<file path="config.mk">
export PLATFORM = sky130hd
export DESIGN_NAME = snake_move_ctrl_flat
export DESIGN_NICKNAME = d
export VERILOG_FILES = /design/src/rtl/snake_move_ctrl_if.sv /design/src/rtl/snake_move_ctrl.sv /design/src/flat_wrapper.sv
export SDC_FILE = /design/constraint.sdc
export NUM_CORES = 1
export LEC_CHECK = 0
export BUFFER_PORTS_ARGS = -buffer_cell sky130_fd_sc_hd__buf_2
export CAP_MARGIN = 0
export CELL_PAD_IN_SITES_DETAIL_PLACEMENT = 0
export CELL_PAD_IN_SITES_GLOBAL_PLACEMENT = 1
export CORE_MARGIN = 1
export CORE_UTILIZATION = 40
export DETAILED_ROUTE_END_ITERATION = 10
export PLACE_DENSITY_LB_ADDON = 0.2
export SETUP_SLACK_MARGIN = 0.5
export SYNTH_ARGS = -nofsm -noshare
export SYNTH_HDL_FRONTEND = slang
export SYNTH_SLANG_ARGS = --single-unit
</file>
<file path="constraint.sdc">
create_clock -name clk -period 3.4 [get_ports clk]
set_input_delay 0.17 -clock clk [delete_from_list [all_inputs] [get_ports clk]]
set_output_delay 0.17 -clock clk [all_outputs]
set_load 0.02 [all_outputs]
</file>
<file path="src/rtl/snake_move_ctrl_if.sv">
// Button, game-step and move signals between the snake input stage and its neighbours.
// The master drives the raw pins and game events; the slave is the move controller.
interface snake_move_ctrl_if;
  logic       btn_up;
  logic       btn_down;
  logic       btn_left;
  logic       btn_right;
  logic       btn_pause;
  logic       step_tick;
  logic       game_over;
  logic [2:0] move;
  logic       animate;
  logic [1:0] state;

  modport master (
    output btn_up, btn_down, btn_left, btn_right, btn_pause, step_tick, game_over,
    input  move, animate, state
  );

  modport slave (
    input  btn_up, btn_down, btn_left, btn_right, btn_pause, step_tick, game_over,
    output move, animate, state
  );
endinterface

</file>
<file path="src/rtl/snake_move_ctrl.sv">
// Push-button front end for the snake mover: synchronise, debounce, detect presses,
// reject reversals and apply turns on the game step, with run/pause/stop control.
module snake_move_ctrl #(
  parameter int unsigned DEBOUNCE_CYCLES = 1_000_000,
  parameter int unsigned CNT_W           = 20
) (
  input  logic               clk,
  input  logic               rst,
  snake_move_ctrl_if.slave   bus
);

  localparam int unsigned      NB       = 5;
  localparam logic [CNT_W-1:0] CNT_LAST = CNT_W'(DEBOUNCE_CYCLES - 1);

  typedef enum logic [1:0] {
    S_IDLE  = 2'b00,
    S_RUN   = 2'b01,
    S_PAUSE = 2'b10,
    S_STOP  = 2'b11
  } state_t;

  // Bit order: 0 up, 1 down, 2 left, 3 right, 4 pause
  logic [NB-1:0]    w_pins;
  logic [NB-1:0]    r_sync1;
  logic [NB-1:0]    r_sync2;
  logic [NB-1:0]    r_deb;
  logic [NB-1:0]    r_deb_d;
  logic [NB-1:0]    r_press;
  logic [CNT_W-1:0] r_cnt [NB];

  state_t     r_state;
  state_t     w_state_nxt;
  logic [1:0] r_committed;
  logic [1:0] w_committed_nxt;
  logic [1:0] r_pending;
  logic [1:0] w_pending_nxt;
  logic [2:0] r_move;
  logic       r_animate;

  logic       w_dir_vld;
  logic [1:0] w_dir;
  logic       w_legal;

  assign w_pins = {bus.btn_pause, bus.btn_right, bus.btn_left, bus.btn_down, bus.btn_up};

  always_ff @(posedge clk) begin
    if (rst) begin
      r_sync1 <= '0;
      r_sync2 <= '0;
      r_deb   <= '0;
      r_deb_d <= '0;
      r_press <= '0;
      for (int unsigned i = 0; i < NB; i++) r_cnt[i] <= '0;
    end else begin
      r_sync1 <= w_pins;
      r_sync2 <= r_sync1;
      r_deb_d <= r_deb;
      r_press <= r_deb & ~r_deb_d;
      for (int unsigned i = 0; i < NB; i++) begin
        if (r_sync2[i] == r_deb[i]) begin
          r_cnt[i] <= '0;
        end else if (r_cnt[i] == CNT_LAST) begin
          r_deb[i] <= r_sync2[i];
          r_cnt[i] <= '0;
        end else begin
          r_cnt[i] <= r_cnt[i] + CNT_W'(1);
        end
      end
    end
  end

  // Priority up > down > left > right; lower-priority simultaneous presses are dropped
  always_comb begin
    w_dir_vld = |r_press[3:0];
    w_dir     = 2'b00;
    if (r_press[0])      w_dir = 2'b01;
    else if (r_press[1]) w_dir = 2'b11;
    else if (r_press[2]) w_dir = 2'b10;
    else                 w_dir = 2'b00;
  end

  // Checked against committed so two presses between steps cannot fold back on the body
  assign w_legal = w_dir_vld && (w_dir != (r_committed + 2'd2));

  always_comb begin
    w_state_nxt     = r_state;
    w_committed_nxt = r_committed;
    w_pending_nxt   = r_pending;
    case (r_state)
      S_IDLE: begin
        if (bus.game_over) begin
          w_state_nxt = S_STOP;
        end else if (w_legal) begin
          w_committed_nxt = w_dir;
          w_pending_nxt   = w_dir;
          w_state_nxt     = S_RUN;
        end
      end
      S_RUN: begin
        if (bus.game_over) begin
          w_state_nxt = S_STOP;
        end else begin
          if (bus.step_tick) w_committed_nxt = r_pending;
          if (w_legal)       w_pending_nxt   = w_dir;
          if (r_press[4])    w_state_nxt     = S_PAUSE;
        end
      end
      S_PAUSE: begin
        if (bus.game_over)   w_state_nxt = S_STOP;
        else if (r_press[4]) w_state_nxt = S_RUN;
      end
      S_STOP: w_state_nxt = S_STOP;
      default: w_state_nxt = S_IDLE;
    endcase
  end

  always_ff @(posedge clk) begin
    if (rst) begin
      r_state     <= S_IDLE;
      r_committed <= 2'b00;
      r_pending   <= 2'b00;
      r_move      <= 3'b100;
      r_animate   <= 1'b0;
    end else begin
      r_state     <= w_state_nxt;
      r_committed <= w_committed_nxt;
      r_pending   <= w_pending_nxt;
      r_move      <= (r_state == S_RUN) ? {1'b0, r_committed} : 3'b100;
      r_animate   <= (r_state == S_RUN);
    end
  end

  assign bus.move    = r_move;
  assign bus.animate = r_animate;
  assign bus.state   = r_state;

endmodule
</file>
<file path="src/flat_wrapper.sv">
// flat-port wrapper written by rule: the top's interface ports become plain ports
module snake_move_ctrl_flat 
#(
  parameter int unsigned DEBOUNCE_CYCLES = 1_000_000,
  parameter int unsigned CNT_W           = 20
)
  (clk, rst, bus_btn_up, bus_btn_down, bus_btn_left, bus_btn_right, bus_btn_pause, bus_step_tick, bus_game_over, bus_move, bus_animate, bus_state);
  snake_move_ctrl_if bus_i ();
  input  logic clk;
  input  logic rst;
  input wire logic [$bits(bus_i.btn_up)-1:0] bus_btn_up;
  input wire logic [$bits(bus_i.btn_down)-1:0] bus_btn_down;
  input wire logic [$bits(bus_i.btn_left)-1:0] bus_btn_left;
  input wire logic [$bits(bus_i.btn_right)-1:0] bus_btn_right;
  input wire logic [$bits(bus_i.btn_pause)-1:0] bus_btn_pause;
  input wire logic [$bits(bus_i.step_tick)-1:0] bus_step_tick;
  input wire logic [$bits(bus_i.game_over)-1:0] bus_game_over;
  output wire logic [$bits(bus_i.move)-1:0] bus_move;
  output wire logic [$bits(bus_i.animate)-1:0] bus_animate;
  output wire logic [$bits(bus_i.state)-1:0] bus_state;
  assign bus_i.btn_up = bus_btn_up;
  assign bus_i.btn_down = bus_btn_down;
  assign bus_i.btn_left = bus_btn_left;
  assign bus_i.btn_right = bus_btn_right;
  assign bus_i.btn_pause = bus_btn_pause;
  assign bus_i.step_tick = bus_step_tick;
  assign bus_i.game_over = bus_game_over;
  assign bus_move = bus_i.move;
  assign bus_animate = bus_i.animate;
  assign bus_state = bus_i.state;
  snake_move_ctrl #(.DEBOUNCE_CYCLES(DEBOUNCE_CYCLES), .CNT_W(CNT_W)) u_core (.clk(clk), .rst(rst), .bus(bus_i));
endmodule
</file>
==> summary.md, run 1 <==
| Metric | Value |
|---|---|
| Status | `finished clean` |
| GRT Total Usage | `15.4%` |
| Cell area after layout | `8070 sq um` |
| Endpoints failing hold | `0` |
| Leak | `2.82 nW` |
| CTS tree | `yes` |
| HP Start | `bus_game_over` |
| Via count | `4975` |
| Post-CTS sizing | `0` |
| Row count | `47` |
| Initial antenna violation count | `0` |
| Slew Viols, Final | `0` |
| Core Region | `16600 sq um` |
| Drt pass-1 iters | `4` |
| Reg clk slew, reported paths | `0.06 ns` |
| Mapped Area | `6790 sq um` |
| HPWL reported at the end of detailed placement | `8.72 mm` |
| CTS sink cnt | `135` |
| IO buf count | `14` |
| CP max stage cell | `o211ai_2` |
| Largest net degree at the start of global routing | `29` |
| Critical path class | `flop to flop` |
| Bufs and invs on worst path | `0` |
| Final std cells w/o fill | `999` |
| HP Class | `input port to flop` |
| Pin slew with the least headroom to its limit | `0.850 ns` |
| Final hold slack | `0.0275 ns` |
| Final Skew | `0.00717 ns` |
| CP Capture Type | `flop` |
| RSZ-0062 raised after global routing | `false` |
| R2r startpoint | `u_core.r_cnt[1][11]$_SDFFCE_PN0P_` |
| Die Y | `132 microns` |
| Fraction of layout cells with a size suffix above 1 | `7.70%` |
| Vias in the first global route | `4836` |
| Final core utilization | `48.7%` |
| Layout Nets | `780` |
| Initial DRC Count | `261` |
| Hold-fix buffers, CTS | `5` |
| Ys Warns | `0` |
| Crit path launch type | `flop` |
| Global placement routability congestion | `0.798` |
| Hold Path Depth | `2` |
| Setup WS pre-CTS | `0.685 ns` |
| Crit-path cells | `or4b_1 -> or4_4 -> o211ai_2 -> nor2_1` |
| Cell family with most CP delay | `simple AND/OR/NAND/NOR gates` |
| Setup violators final | `0` |
| CTS max path bufs | `2` |
| Worst reg2reg setup slack | `0.71 ns` |
| Post-DR wirelength/cell | `12.5 microns` |
| Post-route DRC | `0` |
| Die width | `132 microns` |
| FMAX | `372 MHz` |
| Cell variety after synth | `49` |
| Flops & latches, synth | `135` |
| Post-synth EDFFs | `100` |
| Crit Path Max Fanout | `20` |
| Critical path arrival | `2.82 ns` |
| TNS Setup | `0 ns` |
| R2R Path End | `u_core.r_cnt[1][8]$_SDFFCE_PN0P_` |
| Mapped Cells | `647` |
| GRT overflow | `0` |
| Die Footprint | `17500 sq um` |
| # Post-CTS Setup Buffers | `0` |
| # IOs | `15` |
| Worst VDD drop | `0.339 mV` |
| Top_reg_cell synth | `edfxtp_1` |
| Sequential share of the synthesized area | `54.6%` |
| Initial Util | `40.9%` |
| Max-Slew Margin vs Limit | `43.2%` |
| Area delta synth->final | `18.9%` |
| Synthesized area per cell | `10.5 sq um` |
| CTS Buf Count | `17` |
| Final period utilization | `79.1%` |
| P per Cell Area | `476 nW/um^2` |
| Max cap viols | `0` |
| Hold worst-path end | `u_core.bus.state[0]$_SDFFE_PP0P_` |
| First-pass GRT wire length | `21.9 mm` |
| Worst setup margin | `0.710 ns` |
| WL final | `12.5 mm` |
| Tmin final | `2.69 ns` |
| Async set or reset register ratio after synthesis | `0%` |
| CTS HTree Levels | `4` |
| DP Area | `7440 sq um` |
| Worst-skew pair later-pin latency | `0.42 ns` |
| CP Data Required Time | `3.53 ns` |
| Post-DRT Antenna Nets | `0` |
| Diodes inserted | `0` |
| Vias per cell | `4.98` |
| R2R depth | `4` |
| Total Power | `3.84 mW` |
| Root buffer cell | `clkbuf_16` |
| Placed instance count | `962` |
| Max incr delay on CP | `0.69 ns` |
synthesized netlist by cell type, drive strengths merged, types with 22 or more instances:
master / number / area (sq um)
edfxtp: 100 / 3000
nor2: 76 / 285
a21oi: 39 / 195
xor2: 38 / 333
dfxtp: 35 / 701
nand2: 35 / 131
nand3: 34 / 170
nand4: 25 / 156
xnor2: 24 / 210
nor2b: 22 / 138
o21ai: 22 / 114
or3: 22 / 139
kinds of logic after synthesis:
kind of cell	after synthesis	synth area share [%]
flops	135	54.6
other cells	1	0.0553
buf+inv	42	2.49
simple gates	301	24.6
compound gates	99	9.03
xor+xnor	62	8.00
fa+ha+maj	5	0.922
mux	2	0.295
power by group:
| group | leakage, nW | internal [mW] | switching (mW) |
|---|---|---|---|
| Clock | 0.274 | 1.11 | 0.701 |
| Combinational | 1.23 | 0.0561 | 0.0853 |
| Sequential | 1.32 | 1.83 | 0.0620 |
layout make-up:
cell class	instances	area (sq um)
flip-flops and latches	135	3700
inverters	21	78.8
clock buffers	19	453
fillers	1603	8510
repair buffers	22	143
well taps	220	275
multi-input cells	569	3290
clock inverters	13	130
worst reg2reg max path, delay by kind of cell (launching register included):
family,cells,cell delay [ns]
flops,1,0.45
simple gates,3,1.27
compound gates,1,0.69
flip-flops by register name, summed over array words and instances (netlist names), 2 cells and up:
register	cells
u_core.r_cnt	100
u_core.r_deb	5
u_core.r_deb_d	5
u_core.r_press	5
u_core.r_sync1	5
u_core.r_sync2	5
u_core.bus.move	3
u_core.bus.state	2
u_core.r_committed	2
u_core.r_pending	2
cells in the final DEF, fill, tap and decap left out, types with 8 or more instances in the layout:
cell type / synthesis / final
edfxtp_1: 100 / 100
conb_1: 1 / 100
nor2_1: 76 / 76
a21oi_1: 39 / 39
xor2_1: 38 / 38
nand2_1: 35 / 35
dfxtp_1: 35 / 35
nand3_1: 34 / 34
nand4_1: 25 / 25
xnor2_1: 24 / 24
nor2b_1: 22 / 22
inv_1: 21 / 21
or3_1: 21 / 21
o21ai_0: 21 / 21
o31ai_1: 20 / 20
or4_1: 20 / 20
clkbuf_16: 0 / 17
buf_2: 3 / 14
and4_1: 12 / 12
and3_1: 10 / 10
nor3_1: 9 / 9
and2_1: 8 / 8
metal layers:
metal  GRT usage [%]  up-vias  share of wire [%]
met1            19.0     2369                 48
met2            26.2       35                 47
met3            2.77       22                2.0
met5               0        -                  0
li1                -     2549                  -
met4            7.47        0                2.2
worst max path at each step:
stage / start / to / slack (ns) / depth (start not counted)
final: u_core.r_cnt[1][11]$_SDFFCE_PN0P_ / u_core.r_cnt[1][8]$_SDFFCE_PN0P_ / 0.71 / 4
after global routing: u_core.r_cnt[1][11]$_SDFFCE_PN0P_ / u_core.r_cnt[1][6]$_SDFFCE_PN0P_ / 0.54 / 4
after CTS: u_core.r_cnt[1][11]$_SDFFCE_PN0P_ / u_core.r_cnt[1][6]$_SDFFCE_PN0P_ / 0.67 / 4
after detailed placement: u_core.r_cnt[1][11]$_SDFFCE_PN0P_ / u_core.r_cnt[1][8]$_SDFFCE_PN0P_ / 0.68 / 4
after global placement: u_core.r_cnt[1][11]$_SDFFCE_PN0P_ / u_core.r_cnt[1][4]$_SDFFCE_PN0P_ / 0.82 / 4
after floorplan: u_core.r_cnt[0][11]$_SDFFCE_PN0P_ / u_core.r_cnt[0][18]$_SDFFCE_PN0P_ / 1.27 / 5
(Power assumes the default switching activity.)
==> inputs of run 2 (changes only) <==
ABC_AREA = 1   (was not set)
clock period = 2.15 ns   (was 3.4 ns; I/O delays follow)
==> run 2 against run 1 <==
Die area increased by 6.6%; global-route usage increased by 1.4 points; synthesized cell count increased by 31%; clock-buffer cell count increased by 5; first-iteration DRC count increased by 7.3%; via count increased by 18%; fmax increased by 60%; sequential share of layout area decreased by 8.0 points; sequential cell count unchanged; clock power increased by 75%; worst setup slack got worse by 0.24 ns; largest cell class is now multi-input combinational cells.
==> summary.md, run 2 <==
| Metric | Value |
|---|---|
| Post-DRT Antenna Nets | `0` |
| R2R depth | `9` |
| Endpoints failing hold | `0` |
| HP Class | `input port to flop` |
| Cell variety after synth | `42` |
| CTS Buf Count | `17` |
| Area delta synth->final | `34.8%` |
| Post-DR wirelength/cell | `11.7 microns` |
| Worst VDD drop | `0.574 mV` |
| Global placement routability congestion | `0.786` |
| WL final | `15.0 mm` |
| Critical path arrival | `1.85 ns` |
| Bufs and invs on worst path | `1` |
| HP Start | `rst` |
| Worst-skew pair later-pin latency | `0.42 ns` |
| FMAX | `596 MHz` |
| Max incr delay on CP | `0.40 ns` |
| Initial Util | `41.5%` |
| # IOs | `15` |
| Final std cells w/o fill | `1281` |
| Status | `finished clean` |
| Critical path class | `flop to flop` |
| R2R Path End | `u_core.r_cnt[2][0]$_SDFFCE_PN0P_` |
| CTS sink cnt | `135` |
| GRT Total Usage | `16.8%` |
| R2r startpoint | `u_core.r_cnt[2][1]$_SDFFCE_PN0P_` |
| Final period utilization | `78.0%` |
| Ys Warns | `0` |
| Leading cell type in the layout, fill and taps excluded | `nand2_1` |
| Biggest register | `u_core.r_cnt` |
| Die width | `137 microns` |
| CP max stage cell | `edfxtp_1` |
| Reg clk slew, reported paths | `0.06 ns` |
| CTS max path bufs | `2` |
| Commonest cells after routing, fill and taps aside | `nand2_1, inv_1, nor2_1` |
| Yosys top cell area share | `41.5%` |
| Fraction of layout cells with a size suffix above 1 | `25.7%` |
| P per Cell Area | `669 nW/um^2` |
| Setup WS pre-CTS | `0.293 ns` |
| Post-synth EDFFs | `100` |
| Vias in the first global route | `5361` |
| Largest net degree at the start of global routing | `27` |
| Hold worst-path end | `u_core.r_deb[0]$_SDFFE_PP0N_` |
| Setup violators final | `0` |
| Fill count | `1586` |
| Crit path launch type | `flop` |
| Vias per cell | `4.58` |
| Max cap viols | `0` |
| Top_reg_cell synth | `edfxtp_1` |
| IO buf count | `14` |
| Via count | `5868` |
| Total Power | `6.53 mW` |
| Most common library cells after synthesis | `nand2_1, nor2_1, inv_1, edfxtp_1, a21oi_1` |
| Top post-synthesis cells by area | `edfxtp_1, dfxtp_1, nand2_1, nor2_1, inv_1` |
| Row count | `48` |
| Final Skew | `0.00781 ns` |
| Tmin final | `1.68 ns` |
| Diodes inserted | `0` |
| HPWL reported at the end of detailed placement | `10.3 mm` |
| Top-count cell post-synth | `nand2_1` |
| Die Footprint | `18700 sq um` |
| CP Capture Type | `flop` |
| Async set or reset register ratio after synthesis | `0%` |
| Initial antenna violation count | `0` |
| Worst reg2reg setup slack | `0.47 ns` |
| Max reg flops | `100` |
| Sequential share of the synthesized area | `51.1%` |
| Crit-path cells | `ha_4 -> nand2_4 -> nor2_4 -> nand2_2 -> nor2_2 -> nand4_1 -> nand2_2 -> clkbuf_16 -> nor2_1` |
| Slew Viols, Final | `0` |
| Layout Nets | `1057` |
| CTS HTree Levels | `4` |
| Leak | `4.04 nW` |
| Die Y | `137 microns` |
| CP Data Required Time | `2.33 ns` |
| CTS tree | `yes` |
| Synthesized area per cell | `8.53 sq um` |
| Placed instance count | `1186` |
| Root buffer cell | `clkbuf_16` |
| Initial DRC Count | `280` |
| GRT overflow | `0` |
| Crit Path Max Fanout | `6` |
| Mapped Cells | `849` |
| Drt pass-1 iters | `4` |
| First-pass GRT wire length | `24.5 mm` |
| Cell family with most CP delay | `simple AND/OR/NAND/NOR gates` |
| Mapped Area | `7240 sq um` |
| RSZ-0062 raised after global routing | `true` |
| Flops & latches, synth | `135` |
| Core Region | `17500 sq um` |
| Cell repeated most along the worst path | `nand2_2` |
| TNS Setup | `0 ns` |
| Yosys top cell by area | `edfxtp_1` |
| Hold Path Depth | `4` |
| Post-route DRC | `0` |
| Worst setup margin | `0.472 ns` |
==> run 2: final cells by class <==
| class | count | area (sq um) | area share [%] |
|---|---|---|---|
| Clock buffer | 24 | 601 | 6.15 |
| Clock inverter | 8 | 60.1 | 0.615 |
| Inverter | 114 | 438 | 4.48 |
| Multi-Input combinational cell | 687 | 3940 | 40.3 |
| Sequential cell | 135 | 3700 | 37.9 |
| Tap cell | 225 | 282 | 2.88 |
| Timing Repair Buffer | 88 | 746 | 7.64 |
==> run 2: per-layer routing <==
metal  global-route usage (%)  vias to the layer above  share of wire (%)
met5                        0                        -                  0
met4                     6.05                        0                1.9
met3                     4.04                       21                2.5
met2                     26.9                       68                 49
met1                     21.9                     2667                 47
li1                         -                     3112                  -
==> run 2: kinds of logic after synthesis <==
group / after synthesis / synth area share (%)
flops: 135 / 51.1
compound gates: 83 / 5.96
xor+xnor: 29 / 3.51
fa+ha+maj: 5 / 0.864
simple gates: 470 / 31.3
buf+inv: 126 / 7.15
other cells: 1 / 0.0518
==> run 2: report_power, final <==
part           switching [mW]  internal [mW]
sequential             0.0931           2.89
clock                    1.18           1.98
combinational           0.237          0.154
total                    1.51           5.03
==> run 2: repair_timing <==
item                                   CTS  global route
endpoints found under the hold margin    5             0
gates resized for setup                 37           118
setup endpoints to repair               93           102
gates cloned                             0             2
buffers inserted                        15            41
pin swaps                               17            39
hold buffers                             5             0
==> run 2: worst max path at each step <==
stage,from,end,slack [ns],cells past startpoint
floorplan,u_core.r_cnt[3][0]$_SDFFCE_PN0P_,u_core.r_cnt[3][10]$_SDFFCE_PN0P_,0.53,7
global placement,u_core.r_cnt[2][0]$_SDFFCE_PN0P_,u_core.r_cnt[2][4]$_SDFFCE_PN0P_,0.34,9
detailed placement,u_core.r_cnt[2][0]$_SDFFCE_PN0P_,u_core.r_cnt[2][4]$_SDFFCE_PN0P_,0.29,9
CTS,u_core.r_cnt[2][0]$_SDFFCE_PN0P_,u_core.r_cnt[2][19]$_SDFFCE_PN0P_,0.45,9
global route,u_core.r_cnt[4][8]$_SDFFCE_PN0P_,u_core.r_cnt[4][19]$_SDFFCE_PN0P_,0.37,7
finish,u_core.r_cnt[2][1]$_SDFFCE_PN0P_,u_core.r_cnt[2][0]$_SDFFCE_PN0P_,0.47,9
==> run 2: worst reg2reg max path, delay by kind of cell (launching register included) <==
family	cells	cell delay, ns
fa+ha+maj	1	0.17
buf+inv	1	0.18
flops	1	0.40
simple gates	7	0.69
==> run 2: per-stage QoR <==
step                hold slack, ns  utilization, %  cell area (sq um)
floorplan                    0.214               -               7620
global placement             0.324            45.5               7960
detailed placement           0.338            45.5               7960
CTS                         0.0160            51.1               8930
global route                0.0481            55.9               9760
finish                      0.0294            55.9               9760
==> inputs of run 3 (changes only) <==
clock period = 1.5 ns   (was 2.15 ns; I/O delays follow)
==> run 3 against run 2 <==
The flow now finishes with violations (setup timing); routed wire length rose by 16%; cell count rose by 11%; register-to-register slack got worse by 0.70 ns; worst hold slack improved by 0.016 ns; sequential share of layout area fell by 5.5 points; clock-buffer cell count fell by 1; first-iteration DRC count fell by 2.9%; combinational power rose by 110%; via count rose by 11%; power rose by 44%; largest power group unchanged.
==> summary.md, run 3 (synthesis gave the netlist of run 2 again) <==
| Metric | Value |
|---|---|
| Status | `finished with violations` |
| Violations in the final reports | `setup timing` |
| Global placement routability congestion | `0.786` |
| Worst reg2reg setup slack | `-0.23 ns` |
| Area delta synth->final | `58.3%` |
| Slew Viols, Final | `0` |
| Endpoints failing hold | `0` |
| Post-route DRC | `0` |
| Commonest cells after routing, fill and taps aside | `buf_4, nand2_1, edfxtp_1, conb_1, inv_1` |
| Fraction of layout cells with a size suffix above 1 | `42.9%` |
| HP Class | `input port to flop` |
| Hold Path Depth | `5` |
| CTS tree | `yes` |
| Worst-skew pair later-pin latency | `0.42 ns` |
| GRT Total Usage | `18.6%` |
| Root buffer cell | `clkbuf_16` |
| Setup violators final | `101` |
| Drt pass-1 iters | `4` |
| GRT overflow | `0` |
| WL final | `17.4 mm` |
| CP Capture Type | `flop` |
| Initial antenna violation count | `0` |
| Initial DRC Count | `272` |
| Largest net degree at the start of global routing | `21` |
| P per Cell Area | `823 nW/um^2` |
| Final period utilization | `115%` |
| Critical path origin | `u_core.r_cnt[4][1]$_SDFFCE_PN0P_` |
| Reg clk slew, reported paths | `0.06 ns` |
| Row count | `48` |
| # IOs | `15` |
| R2R Path End | `u_core.r_cnt[4][12]$_SDFFCE_PN0P_` |
| Tmin final | `1.73 ns` |
| Die Footprint | `18700 sq um` |
| Vias in the first global route | `6160` |
| CTS Buf Count | `17` |
| Vias per cell | `4.58` |
| HPWL reported at the end of detailed placement | `11.2 mm` |
| Layout Nets | `1197` |
| Via count | `6515` |
| HP Start | `bus_step_tick` |
| Max cap viols | `0` |
| CP Data Required Time | `1.67 ns` |
| Total Power | `9.44 mW` |
| IO buf count | `14` |
| Crit path launch type | `flop` |
| Die Y | `137 microns` |
| Final Skew | `0.0106 ns` |
| CTS HTree Levels | `4` |
| Final hold slack | `0.0451 ns` |
| Die width | `137 microns` |
| Critical path arrival | `1.90 ns` |
| R2R depth | `10` |
| Max reg flops | `100` |
| FMAX | `578 MHz` |
| Setup WS pre-CTS | `-0.211 ns` |
| Hold worst-path end | `u_core.r_committed[1]$_SDFFE_PP0P_` |
| Worst VDD drop | `0.848 mV` |
| Leak | `4.86 nW` |
| Post-DRT Antenna Nets | `0` |
| Critical path class | `flop to flop` |
| Leading cell type in the layout, fill and taps excluded | `buf_4` |
| Post-DR wirelength/cell | `12.2 microns` |
| Diodes inserted | `0` |
| First-pass GRT wire length | `27.1 mm` |
| R2r startpoint | `u_core.r_cnt[4][1]$_SDFFCE_PN0P_` |
| Core Region | `17500 sq um` |
| Biggest register | `u_core.r_cnt` |
| Initial Util | `41.5%` |
| CTS max path bufs | `2` |
| RSZ-0062 raised after global routing | `true` |
| CTS sink cnt | `135` |
| Crit Path Max Fanout | `7` |
| Worst setup margin | `-0.231 ns` |
-- run 3: cell count changes in the layout (fill, tap and decap cells not counted), moves of 22 or more --
cell     change
a21oi_1     -24
buf_6       +31
buf_4      +107
a21oi_2     +23
nand2_1     -22
nor2_1      -23
-- run 3: cell type report --
type                       count  area, sq um
timing repair buffer         228         2000
clock inverter                 9         71.3
multi-input combinational    687         4400
inverter                     114          443
clock buffer                  23          554
sequential                   135         3720
tap                          225          282
fill                        1406         6010
-- run 3: critical path, cell delays in order, from the launching register on --
cell and delay [ns]:
edfxtp_1 0.37, ha_2 0.21, nand2_2 0.07, inv_2 0.08, nand2_4 0.06, nor3_4 0.13, nand3_2 0.11, nand2_2 0.12
buf_12 0.12, buf_12 0.14, nor3b_4 0.05
-- run 3: worst max path at each step --
| stage | cells after the start | end |
|---|---|---|
| 5_1_grt | 9 | u_core.r_cnt[2][4]$_SDFFCE_PN0P_ |
| 3_5_place_dp | 9 | u_core.r_cnt[2][4]$_SDFFCE_PN0P_ |
| 3_3_place_gp | 9 | u_core.r_cnt[2][4]$_SDFFCE_PN0P_ |
| 6_report | 10 | u_core.r_cnt[4][12]$_SDFFCE_PN0P_ |
| 4_1_cts | 9 | u_core.r_cnt[2][15]$_SDFFCE_PN0P_ |
| 2_1_floorplan | 9 | u_core.r_cnt[2][11]$_SDFFCE_PN0P_ |
-- run 3: metrics by stage --
stage / util (%) / area [sq um] / TNS, ns / cells
global route: 65.6 / 11500 / -22.75 / 1421
floorplan: - / 7840 / -3.22 / 948
CTS: 61.1 / 10700 / -9.71 / 1388
detailed placement: 52.6 / 9190 / -9.40 / 1315
finish: 65.6 / 11500 / -13.45 / 1421
global placement: 52.6 / 9190 / -6.05 / 1315
-- run 3: metal layers --
| layer | up-vias | GRT usage [%] | share of wire [%] |
|---|---|---|---|
| li1 | 3396 | - | - |
| met3 | 18 | 4.15 | 2.4 |
| met2 | 67 | 31.9 | 52 |
| met4 | 0 | 6.54 | 0.99 |
| met1 | 3034 | 22.9 | 44 |
| met5 | - | 0 | 0 |
-- run 3: where the power goes --
group / internal, mW / switching (mW)
Combinational: 0.371 / 0.454
Clock: 2.64 / 1.72
Sequential: 4.14 / 0.113
-- run 3: what timing repair did --
item                       in CTS  in global routing
setup endpoints to repair     113                114
hold endpoints to repair        5                  0
gates cloned                    4                  3
pin swaps                      43                 54
hold buffers                    5                  0
resized for setup             118                126
setup buffers                  32                 30
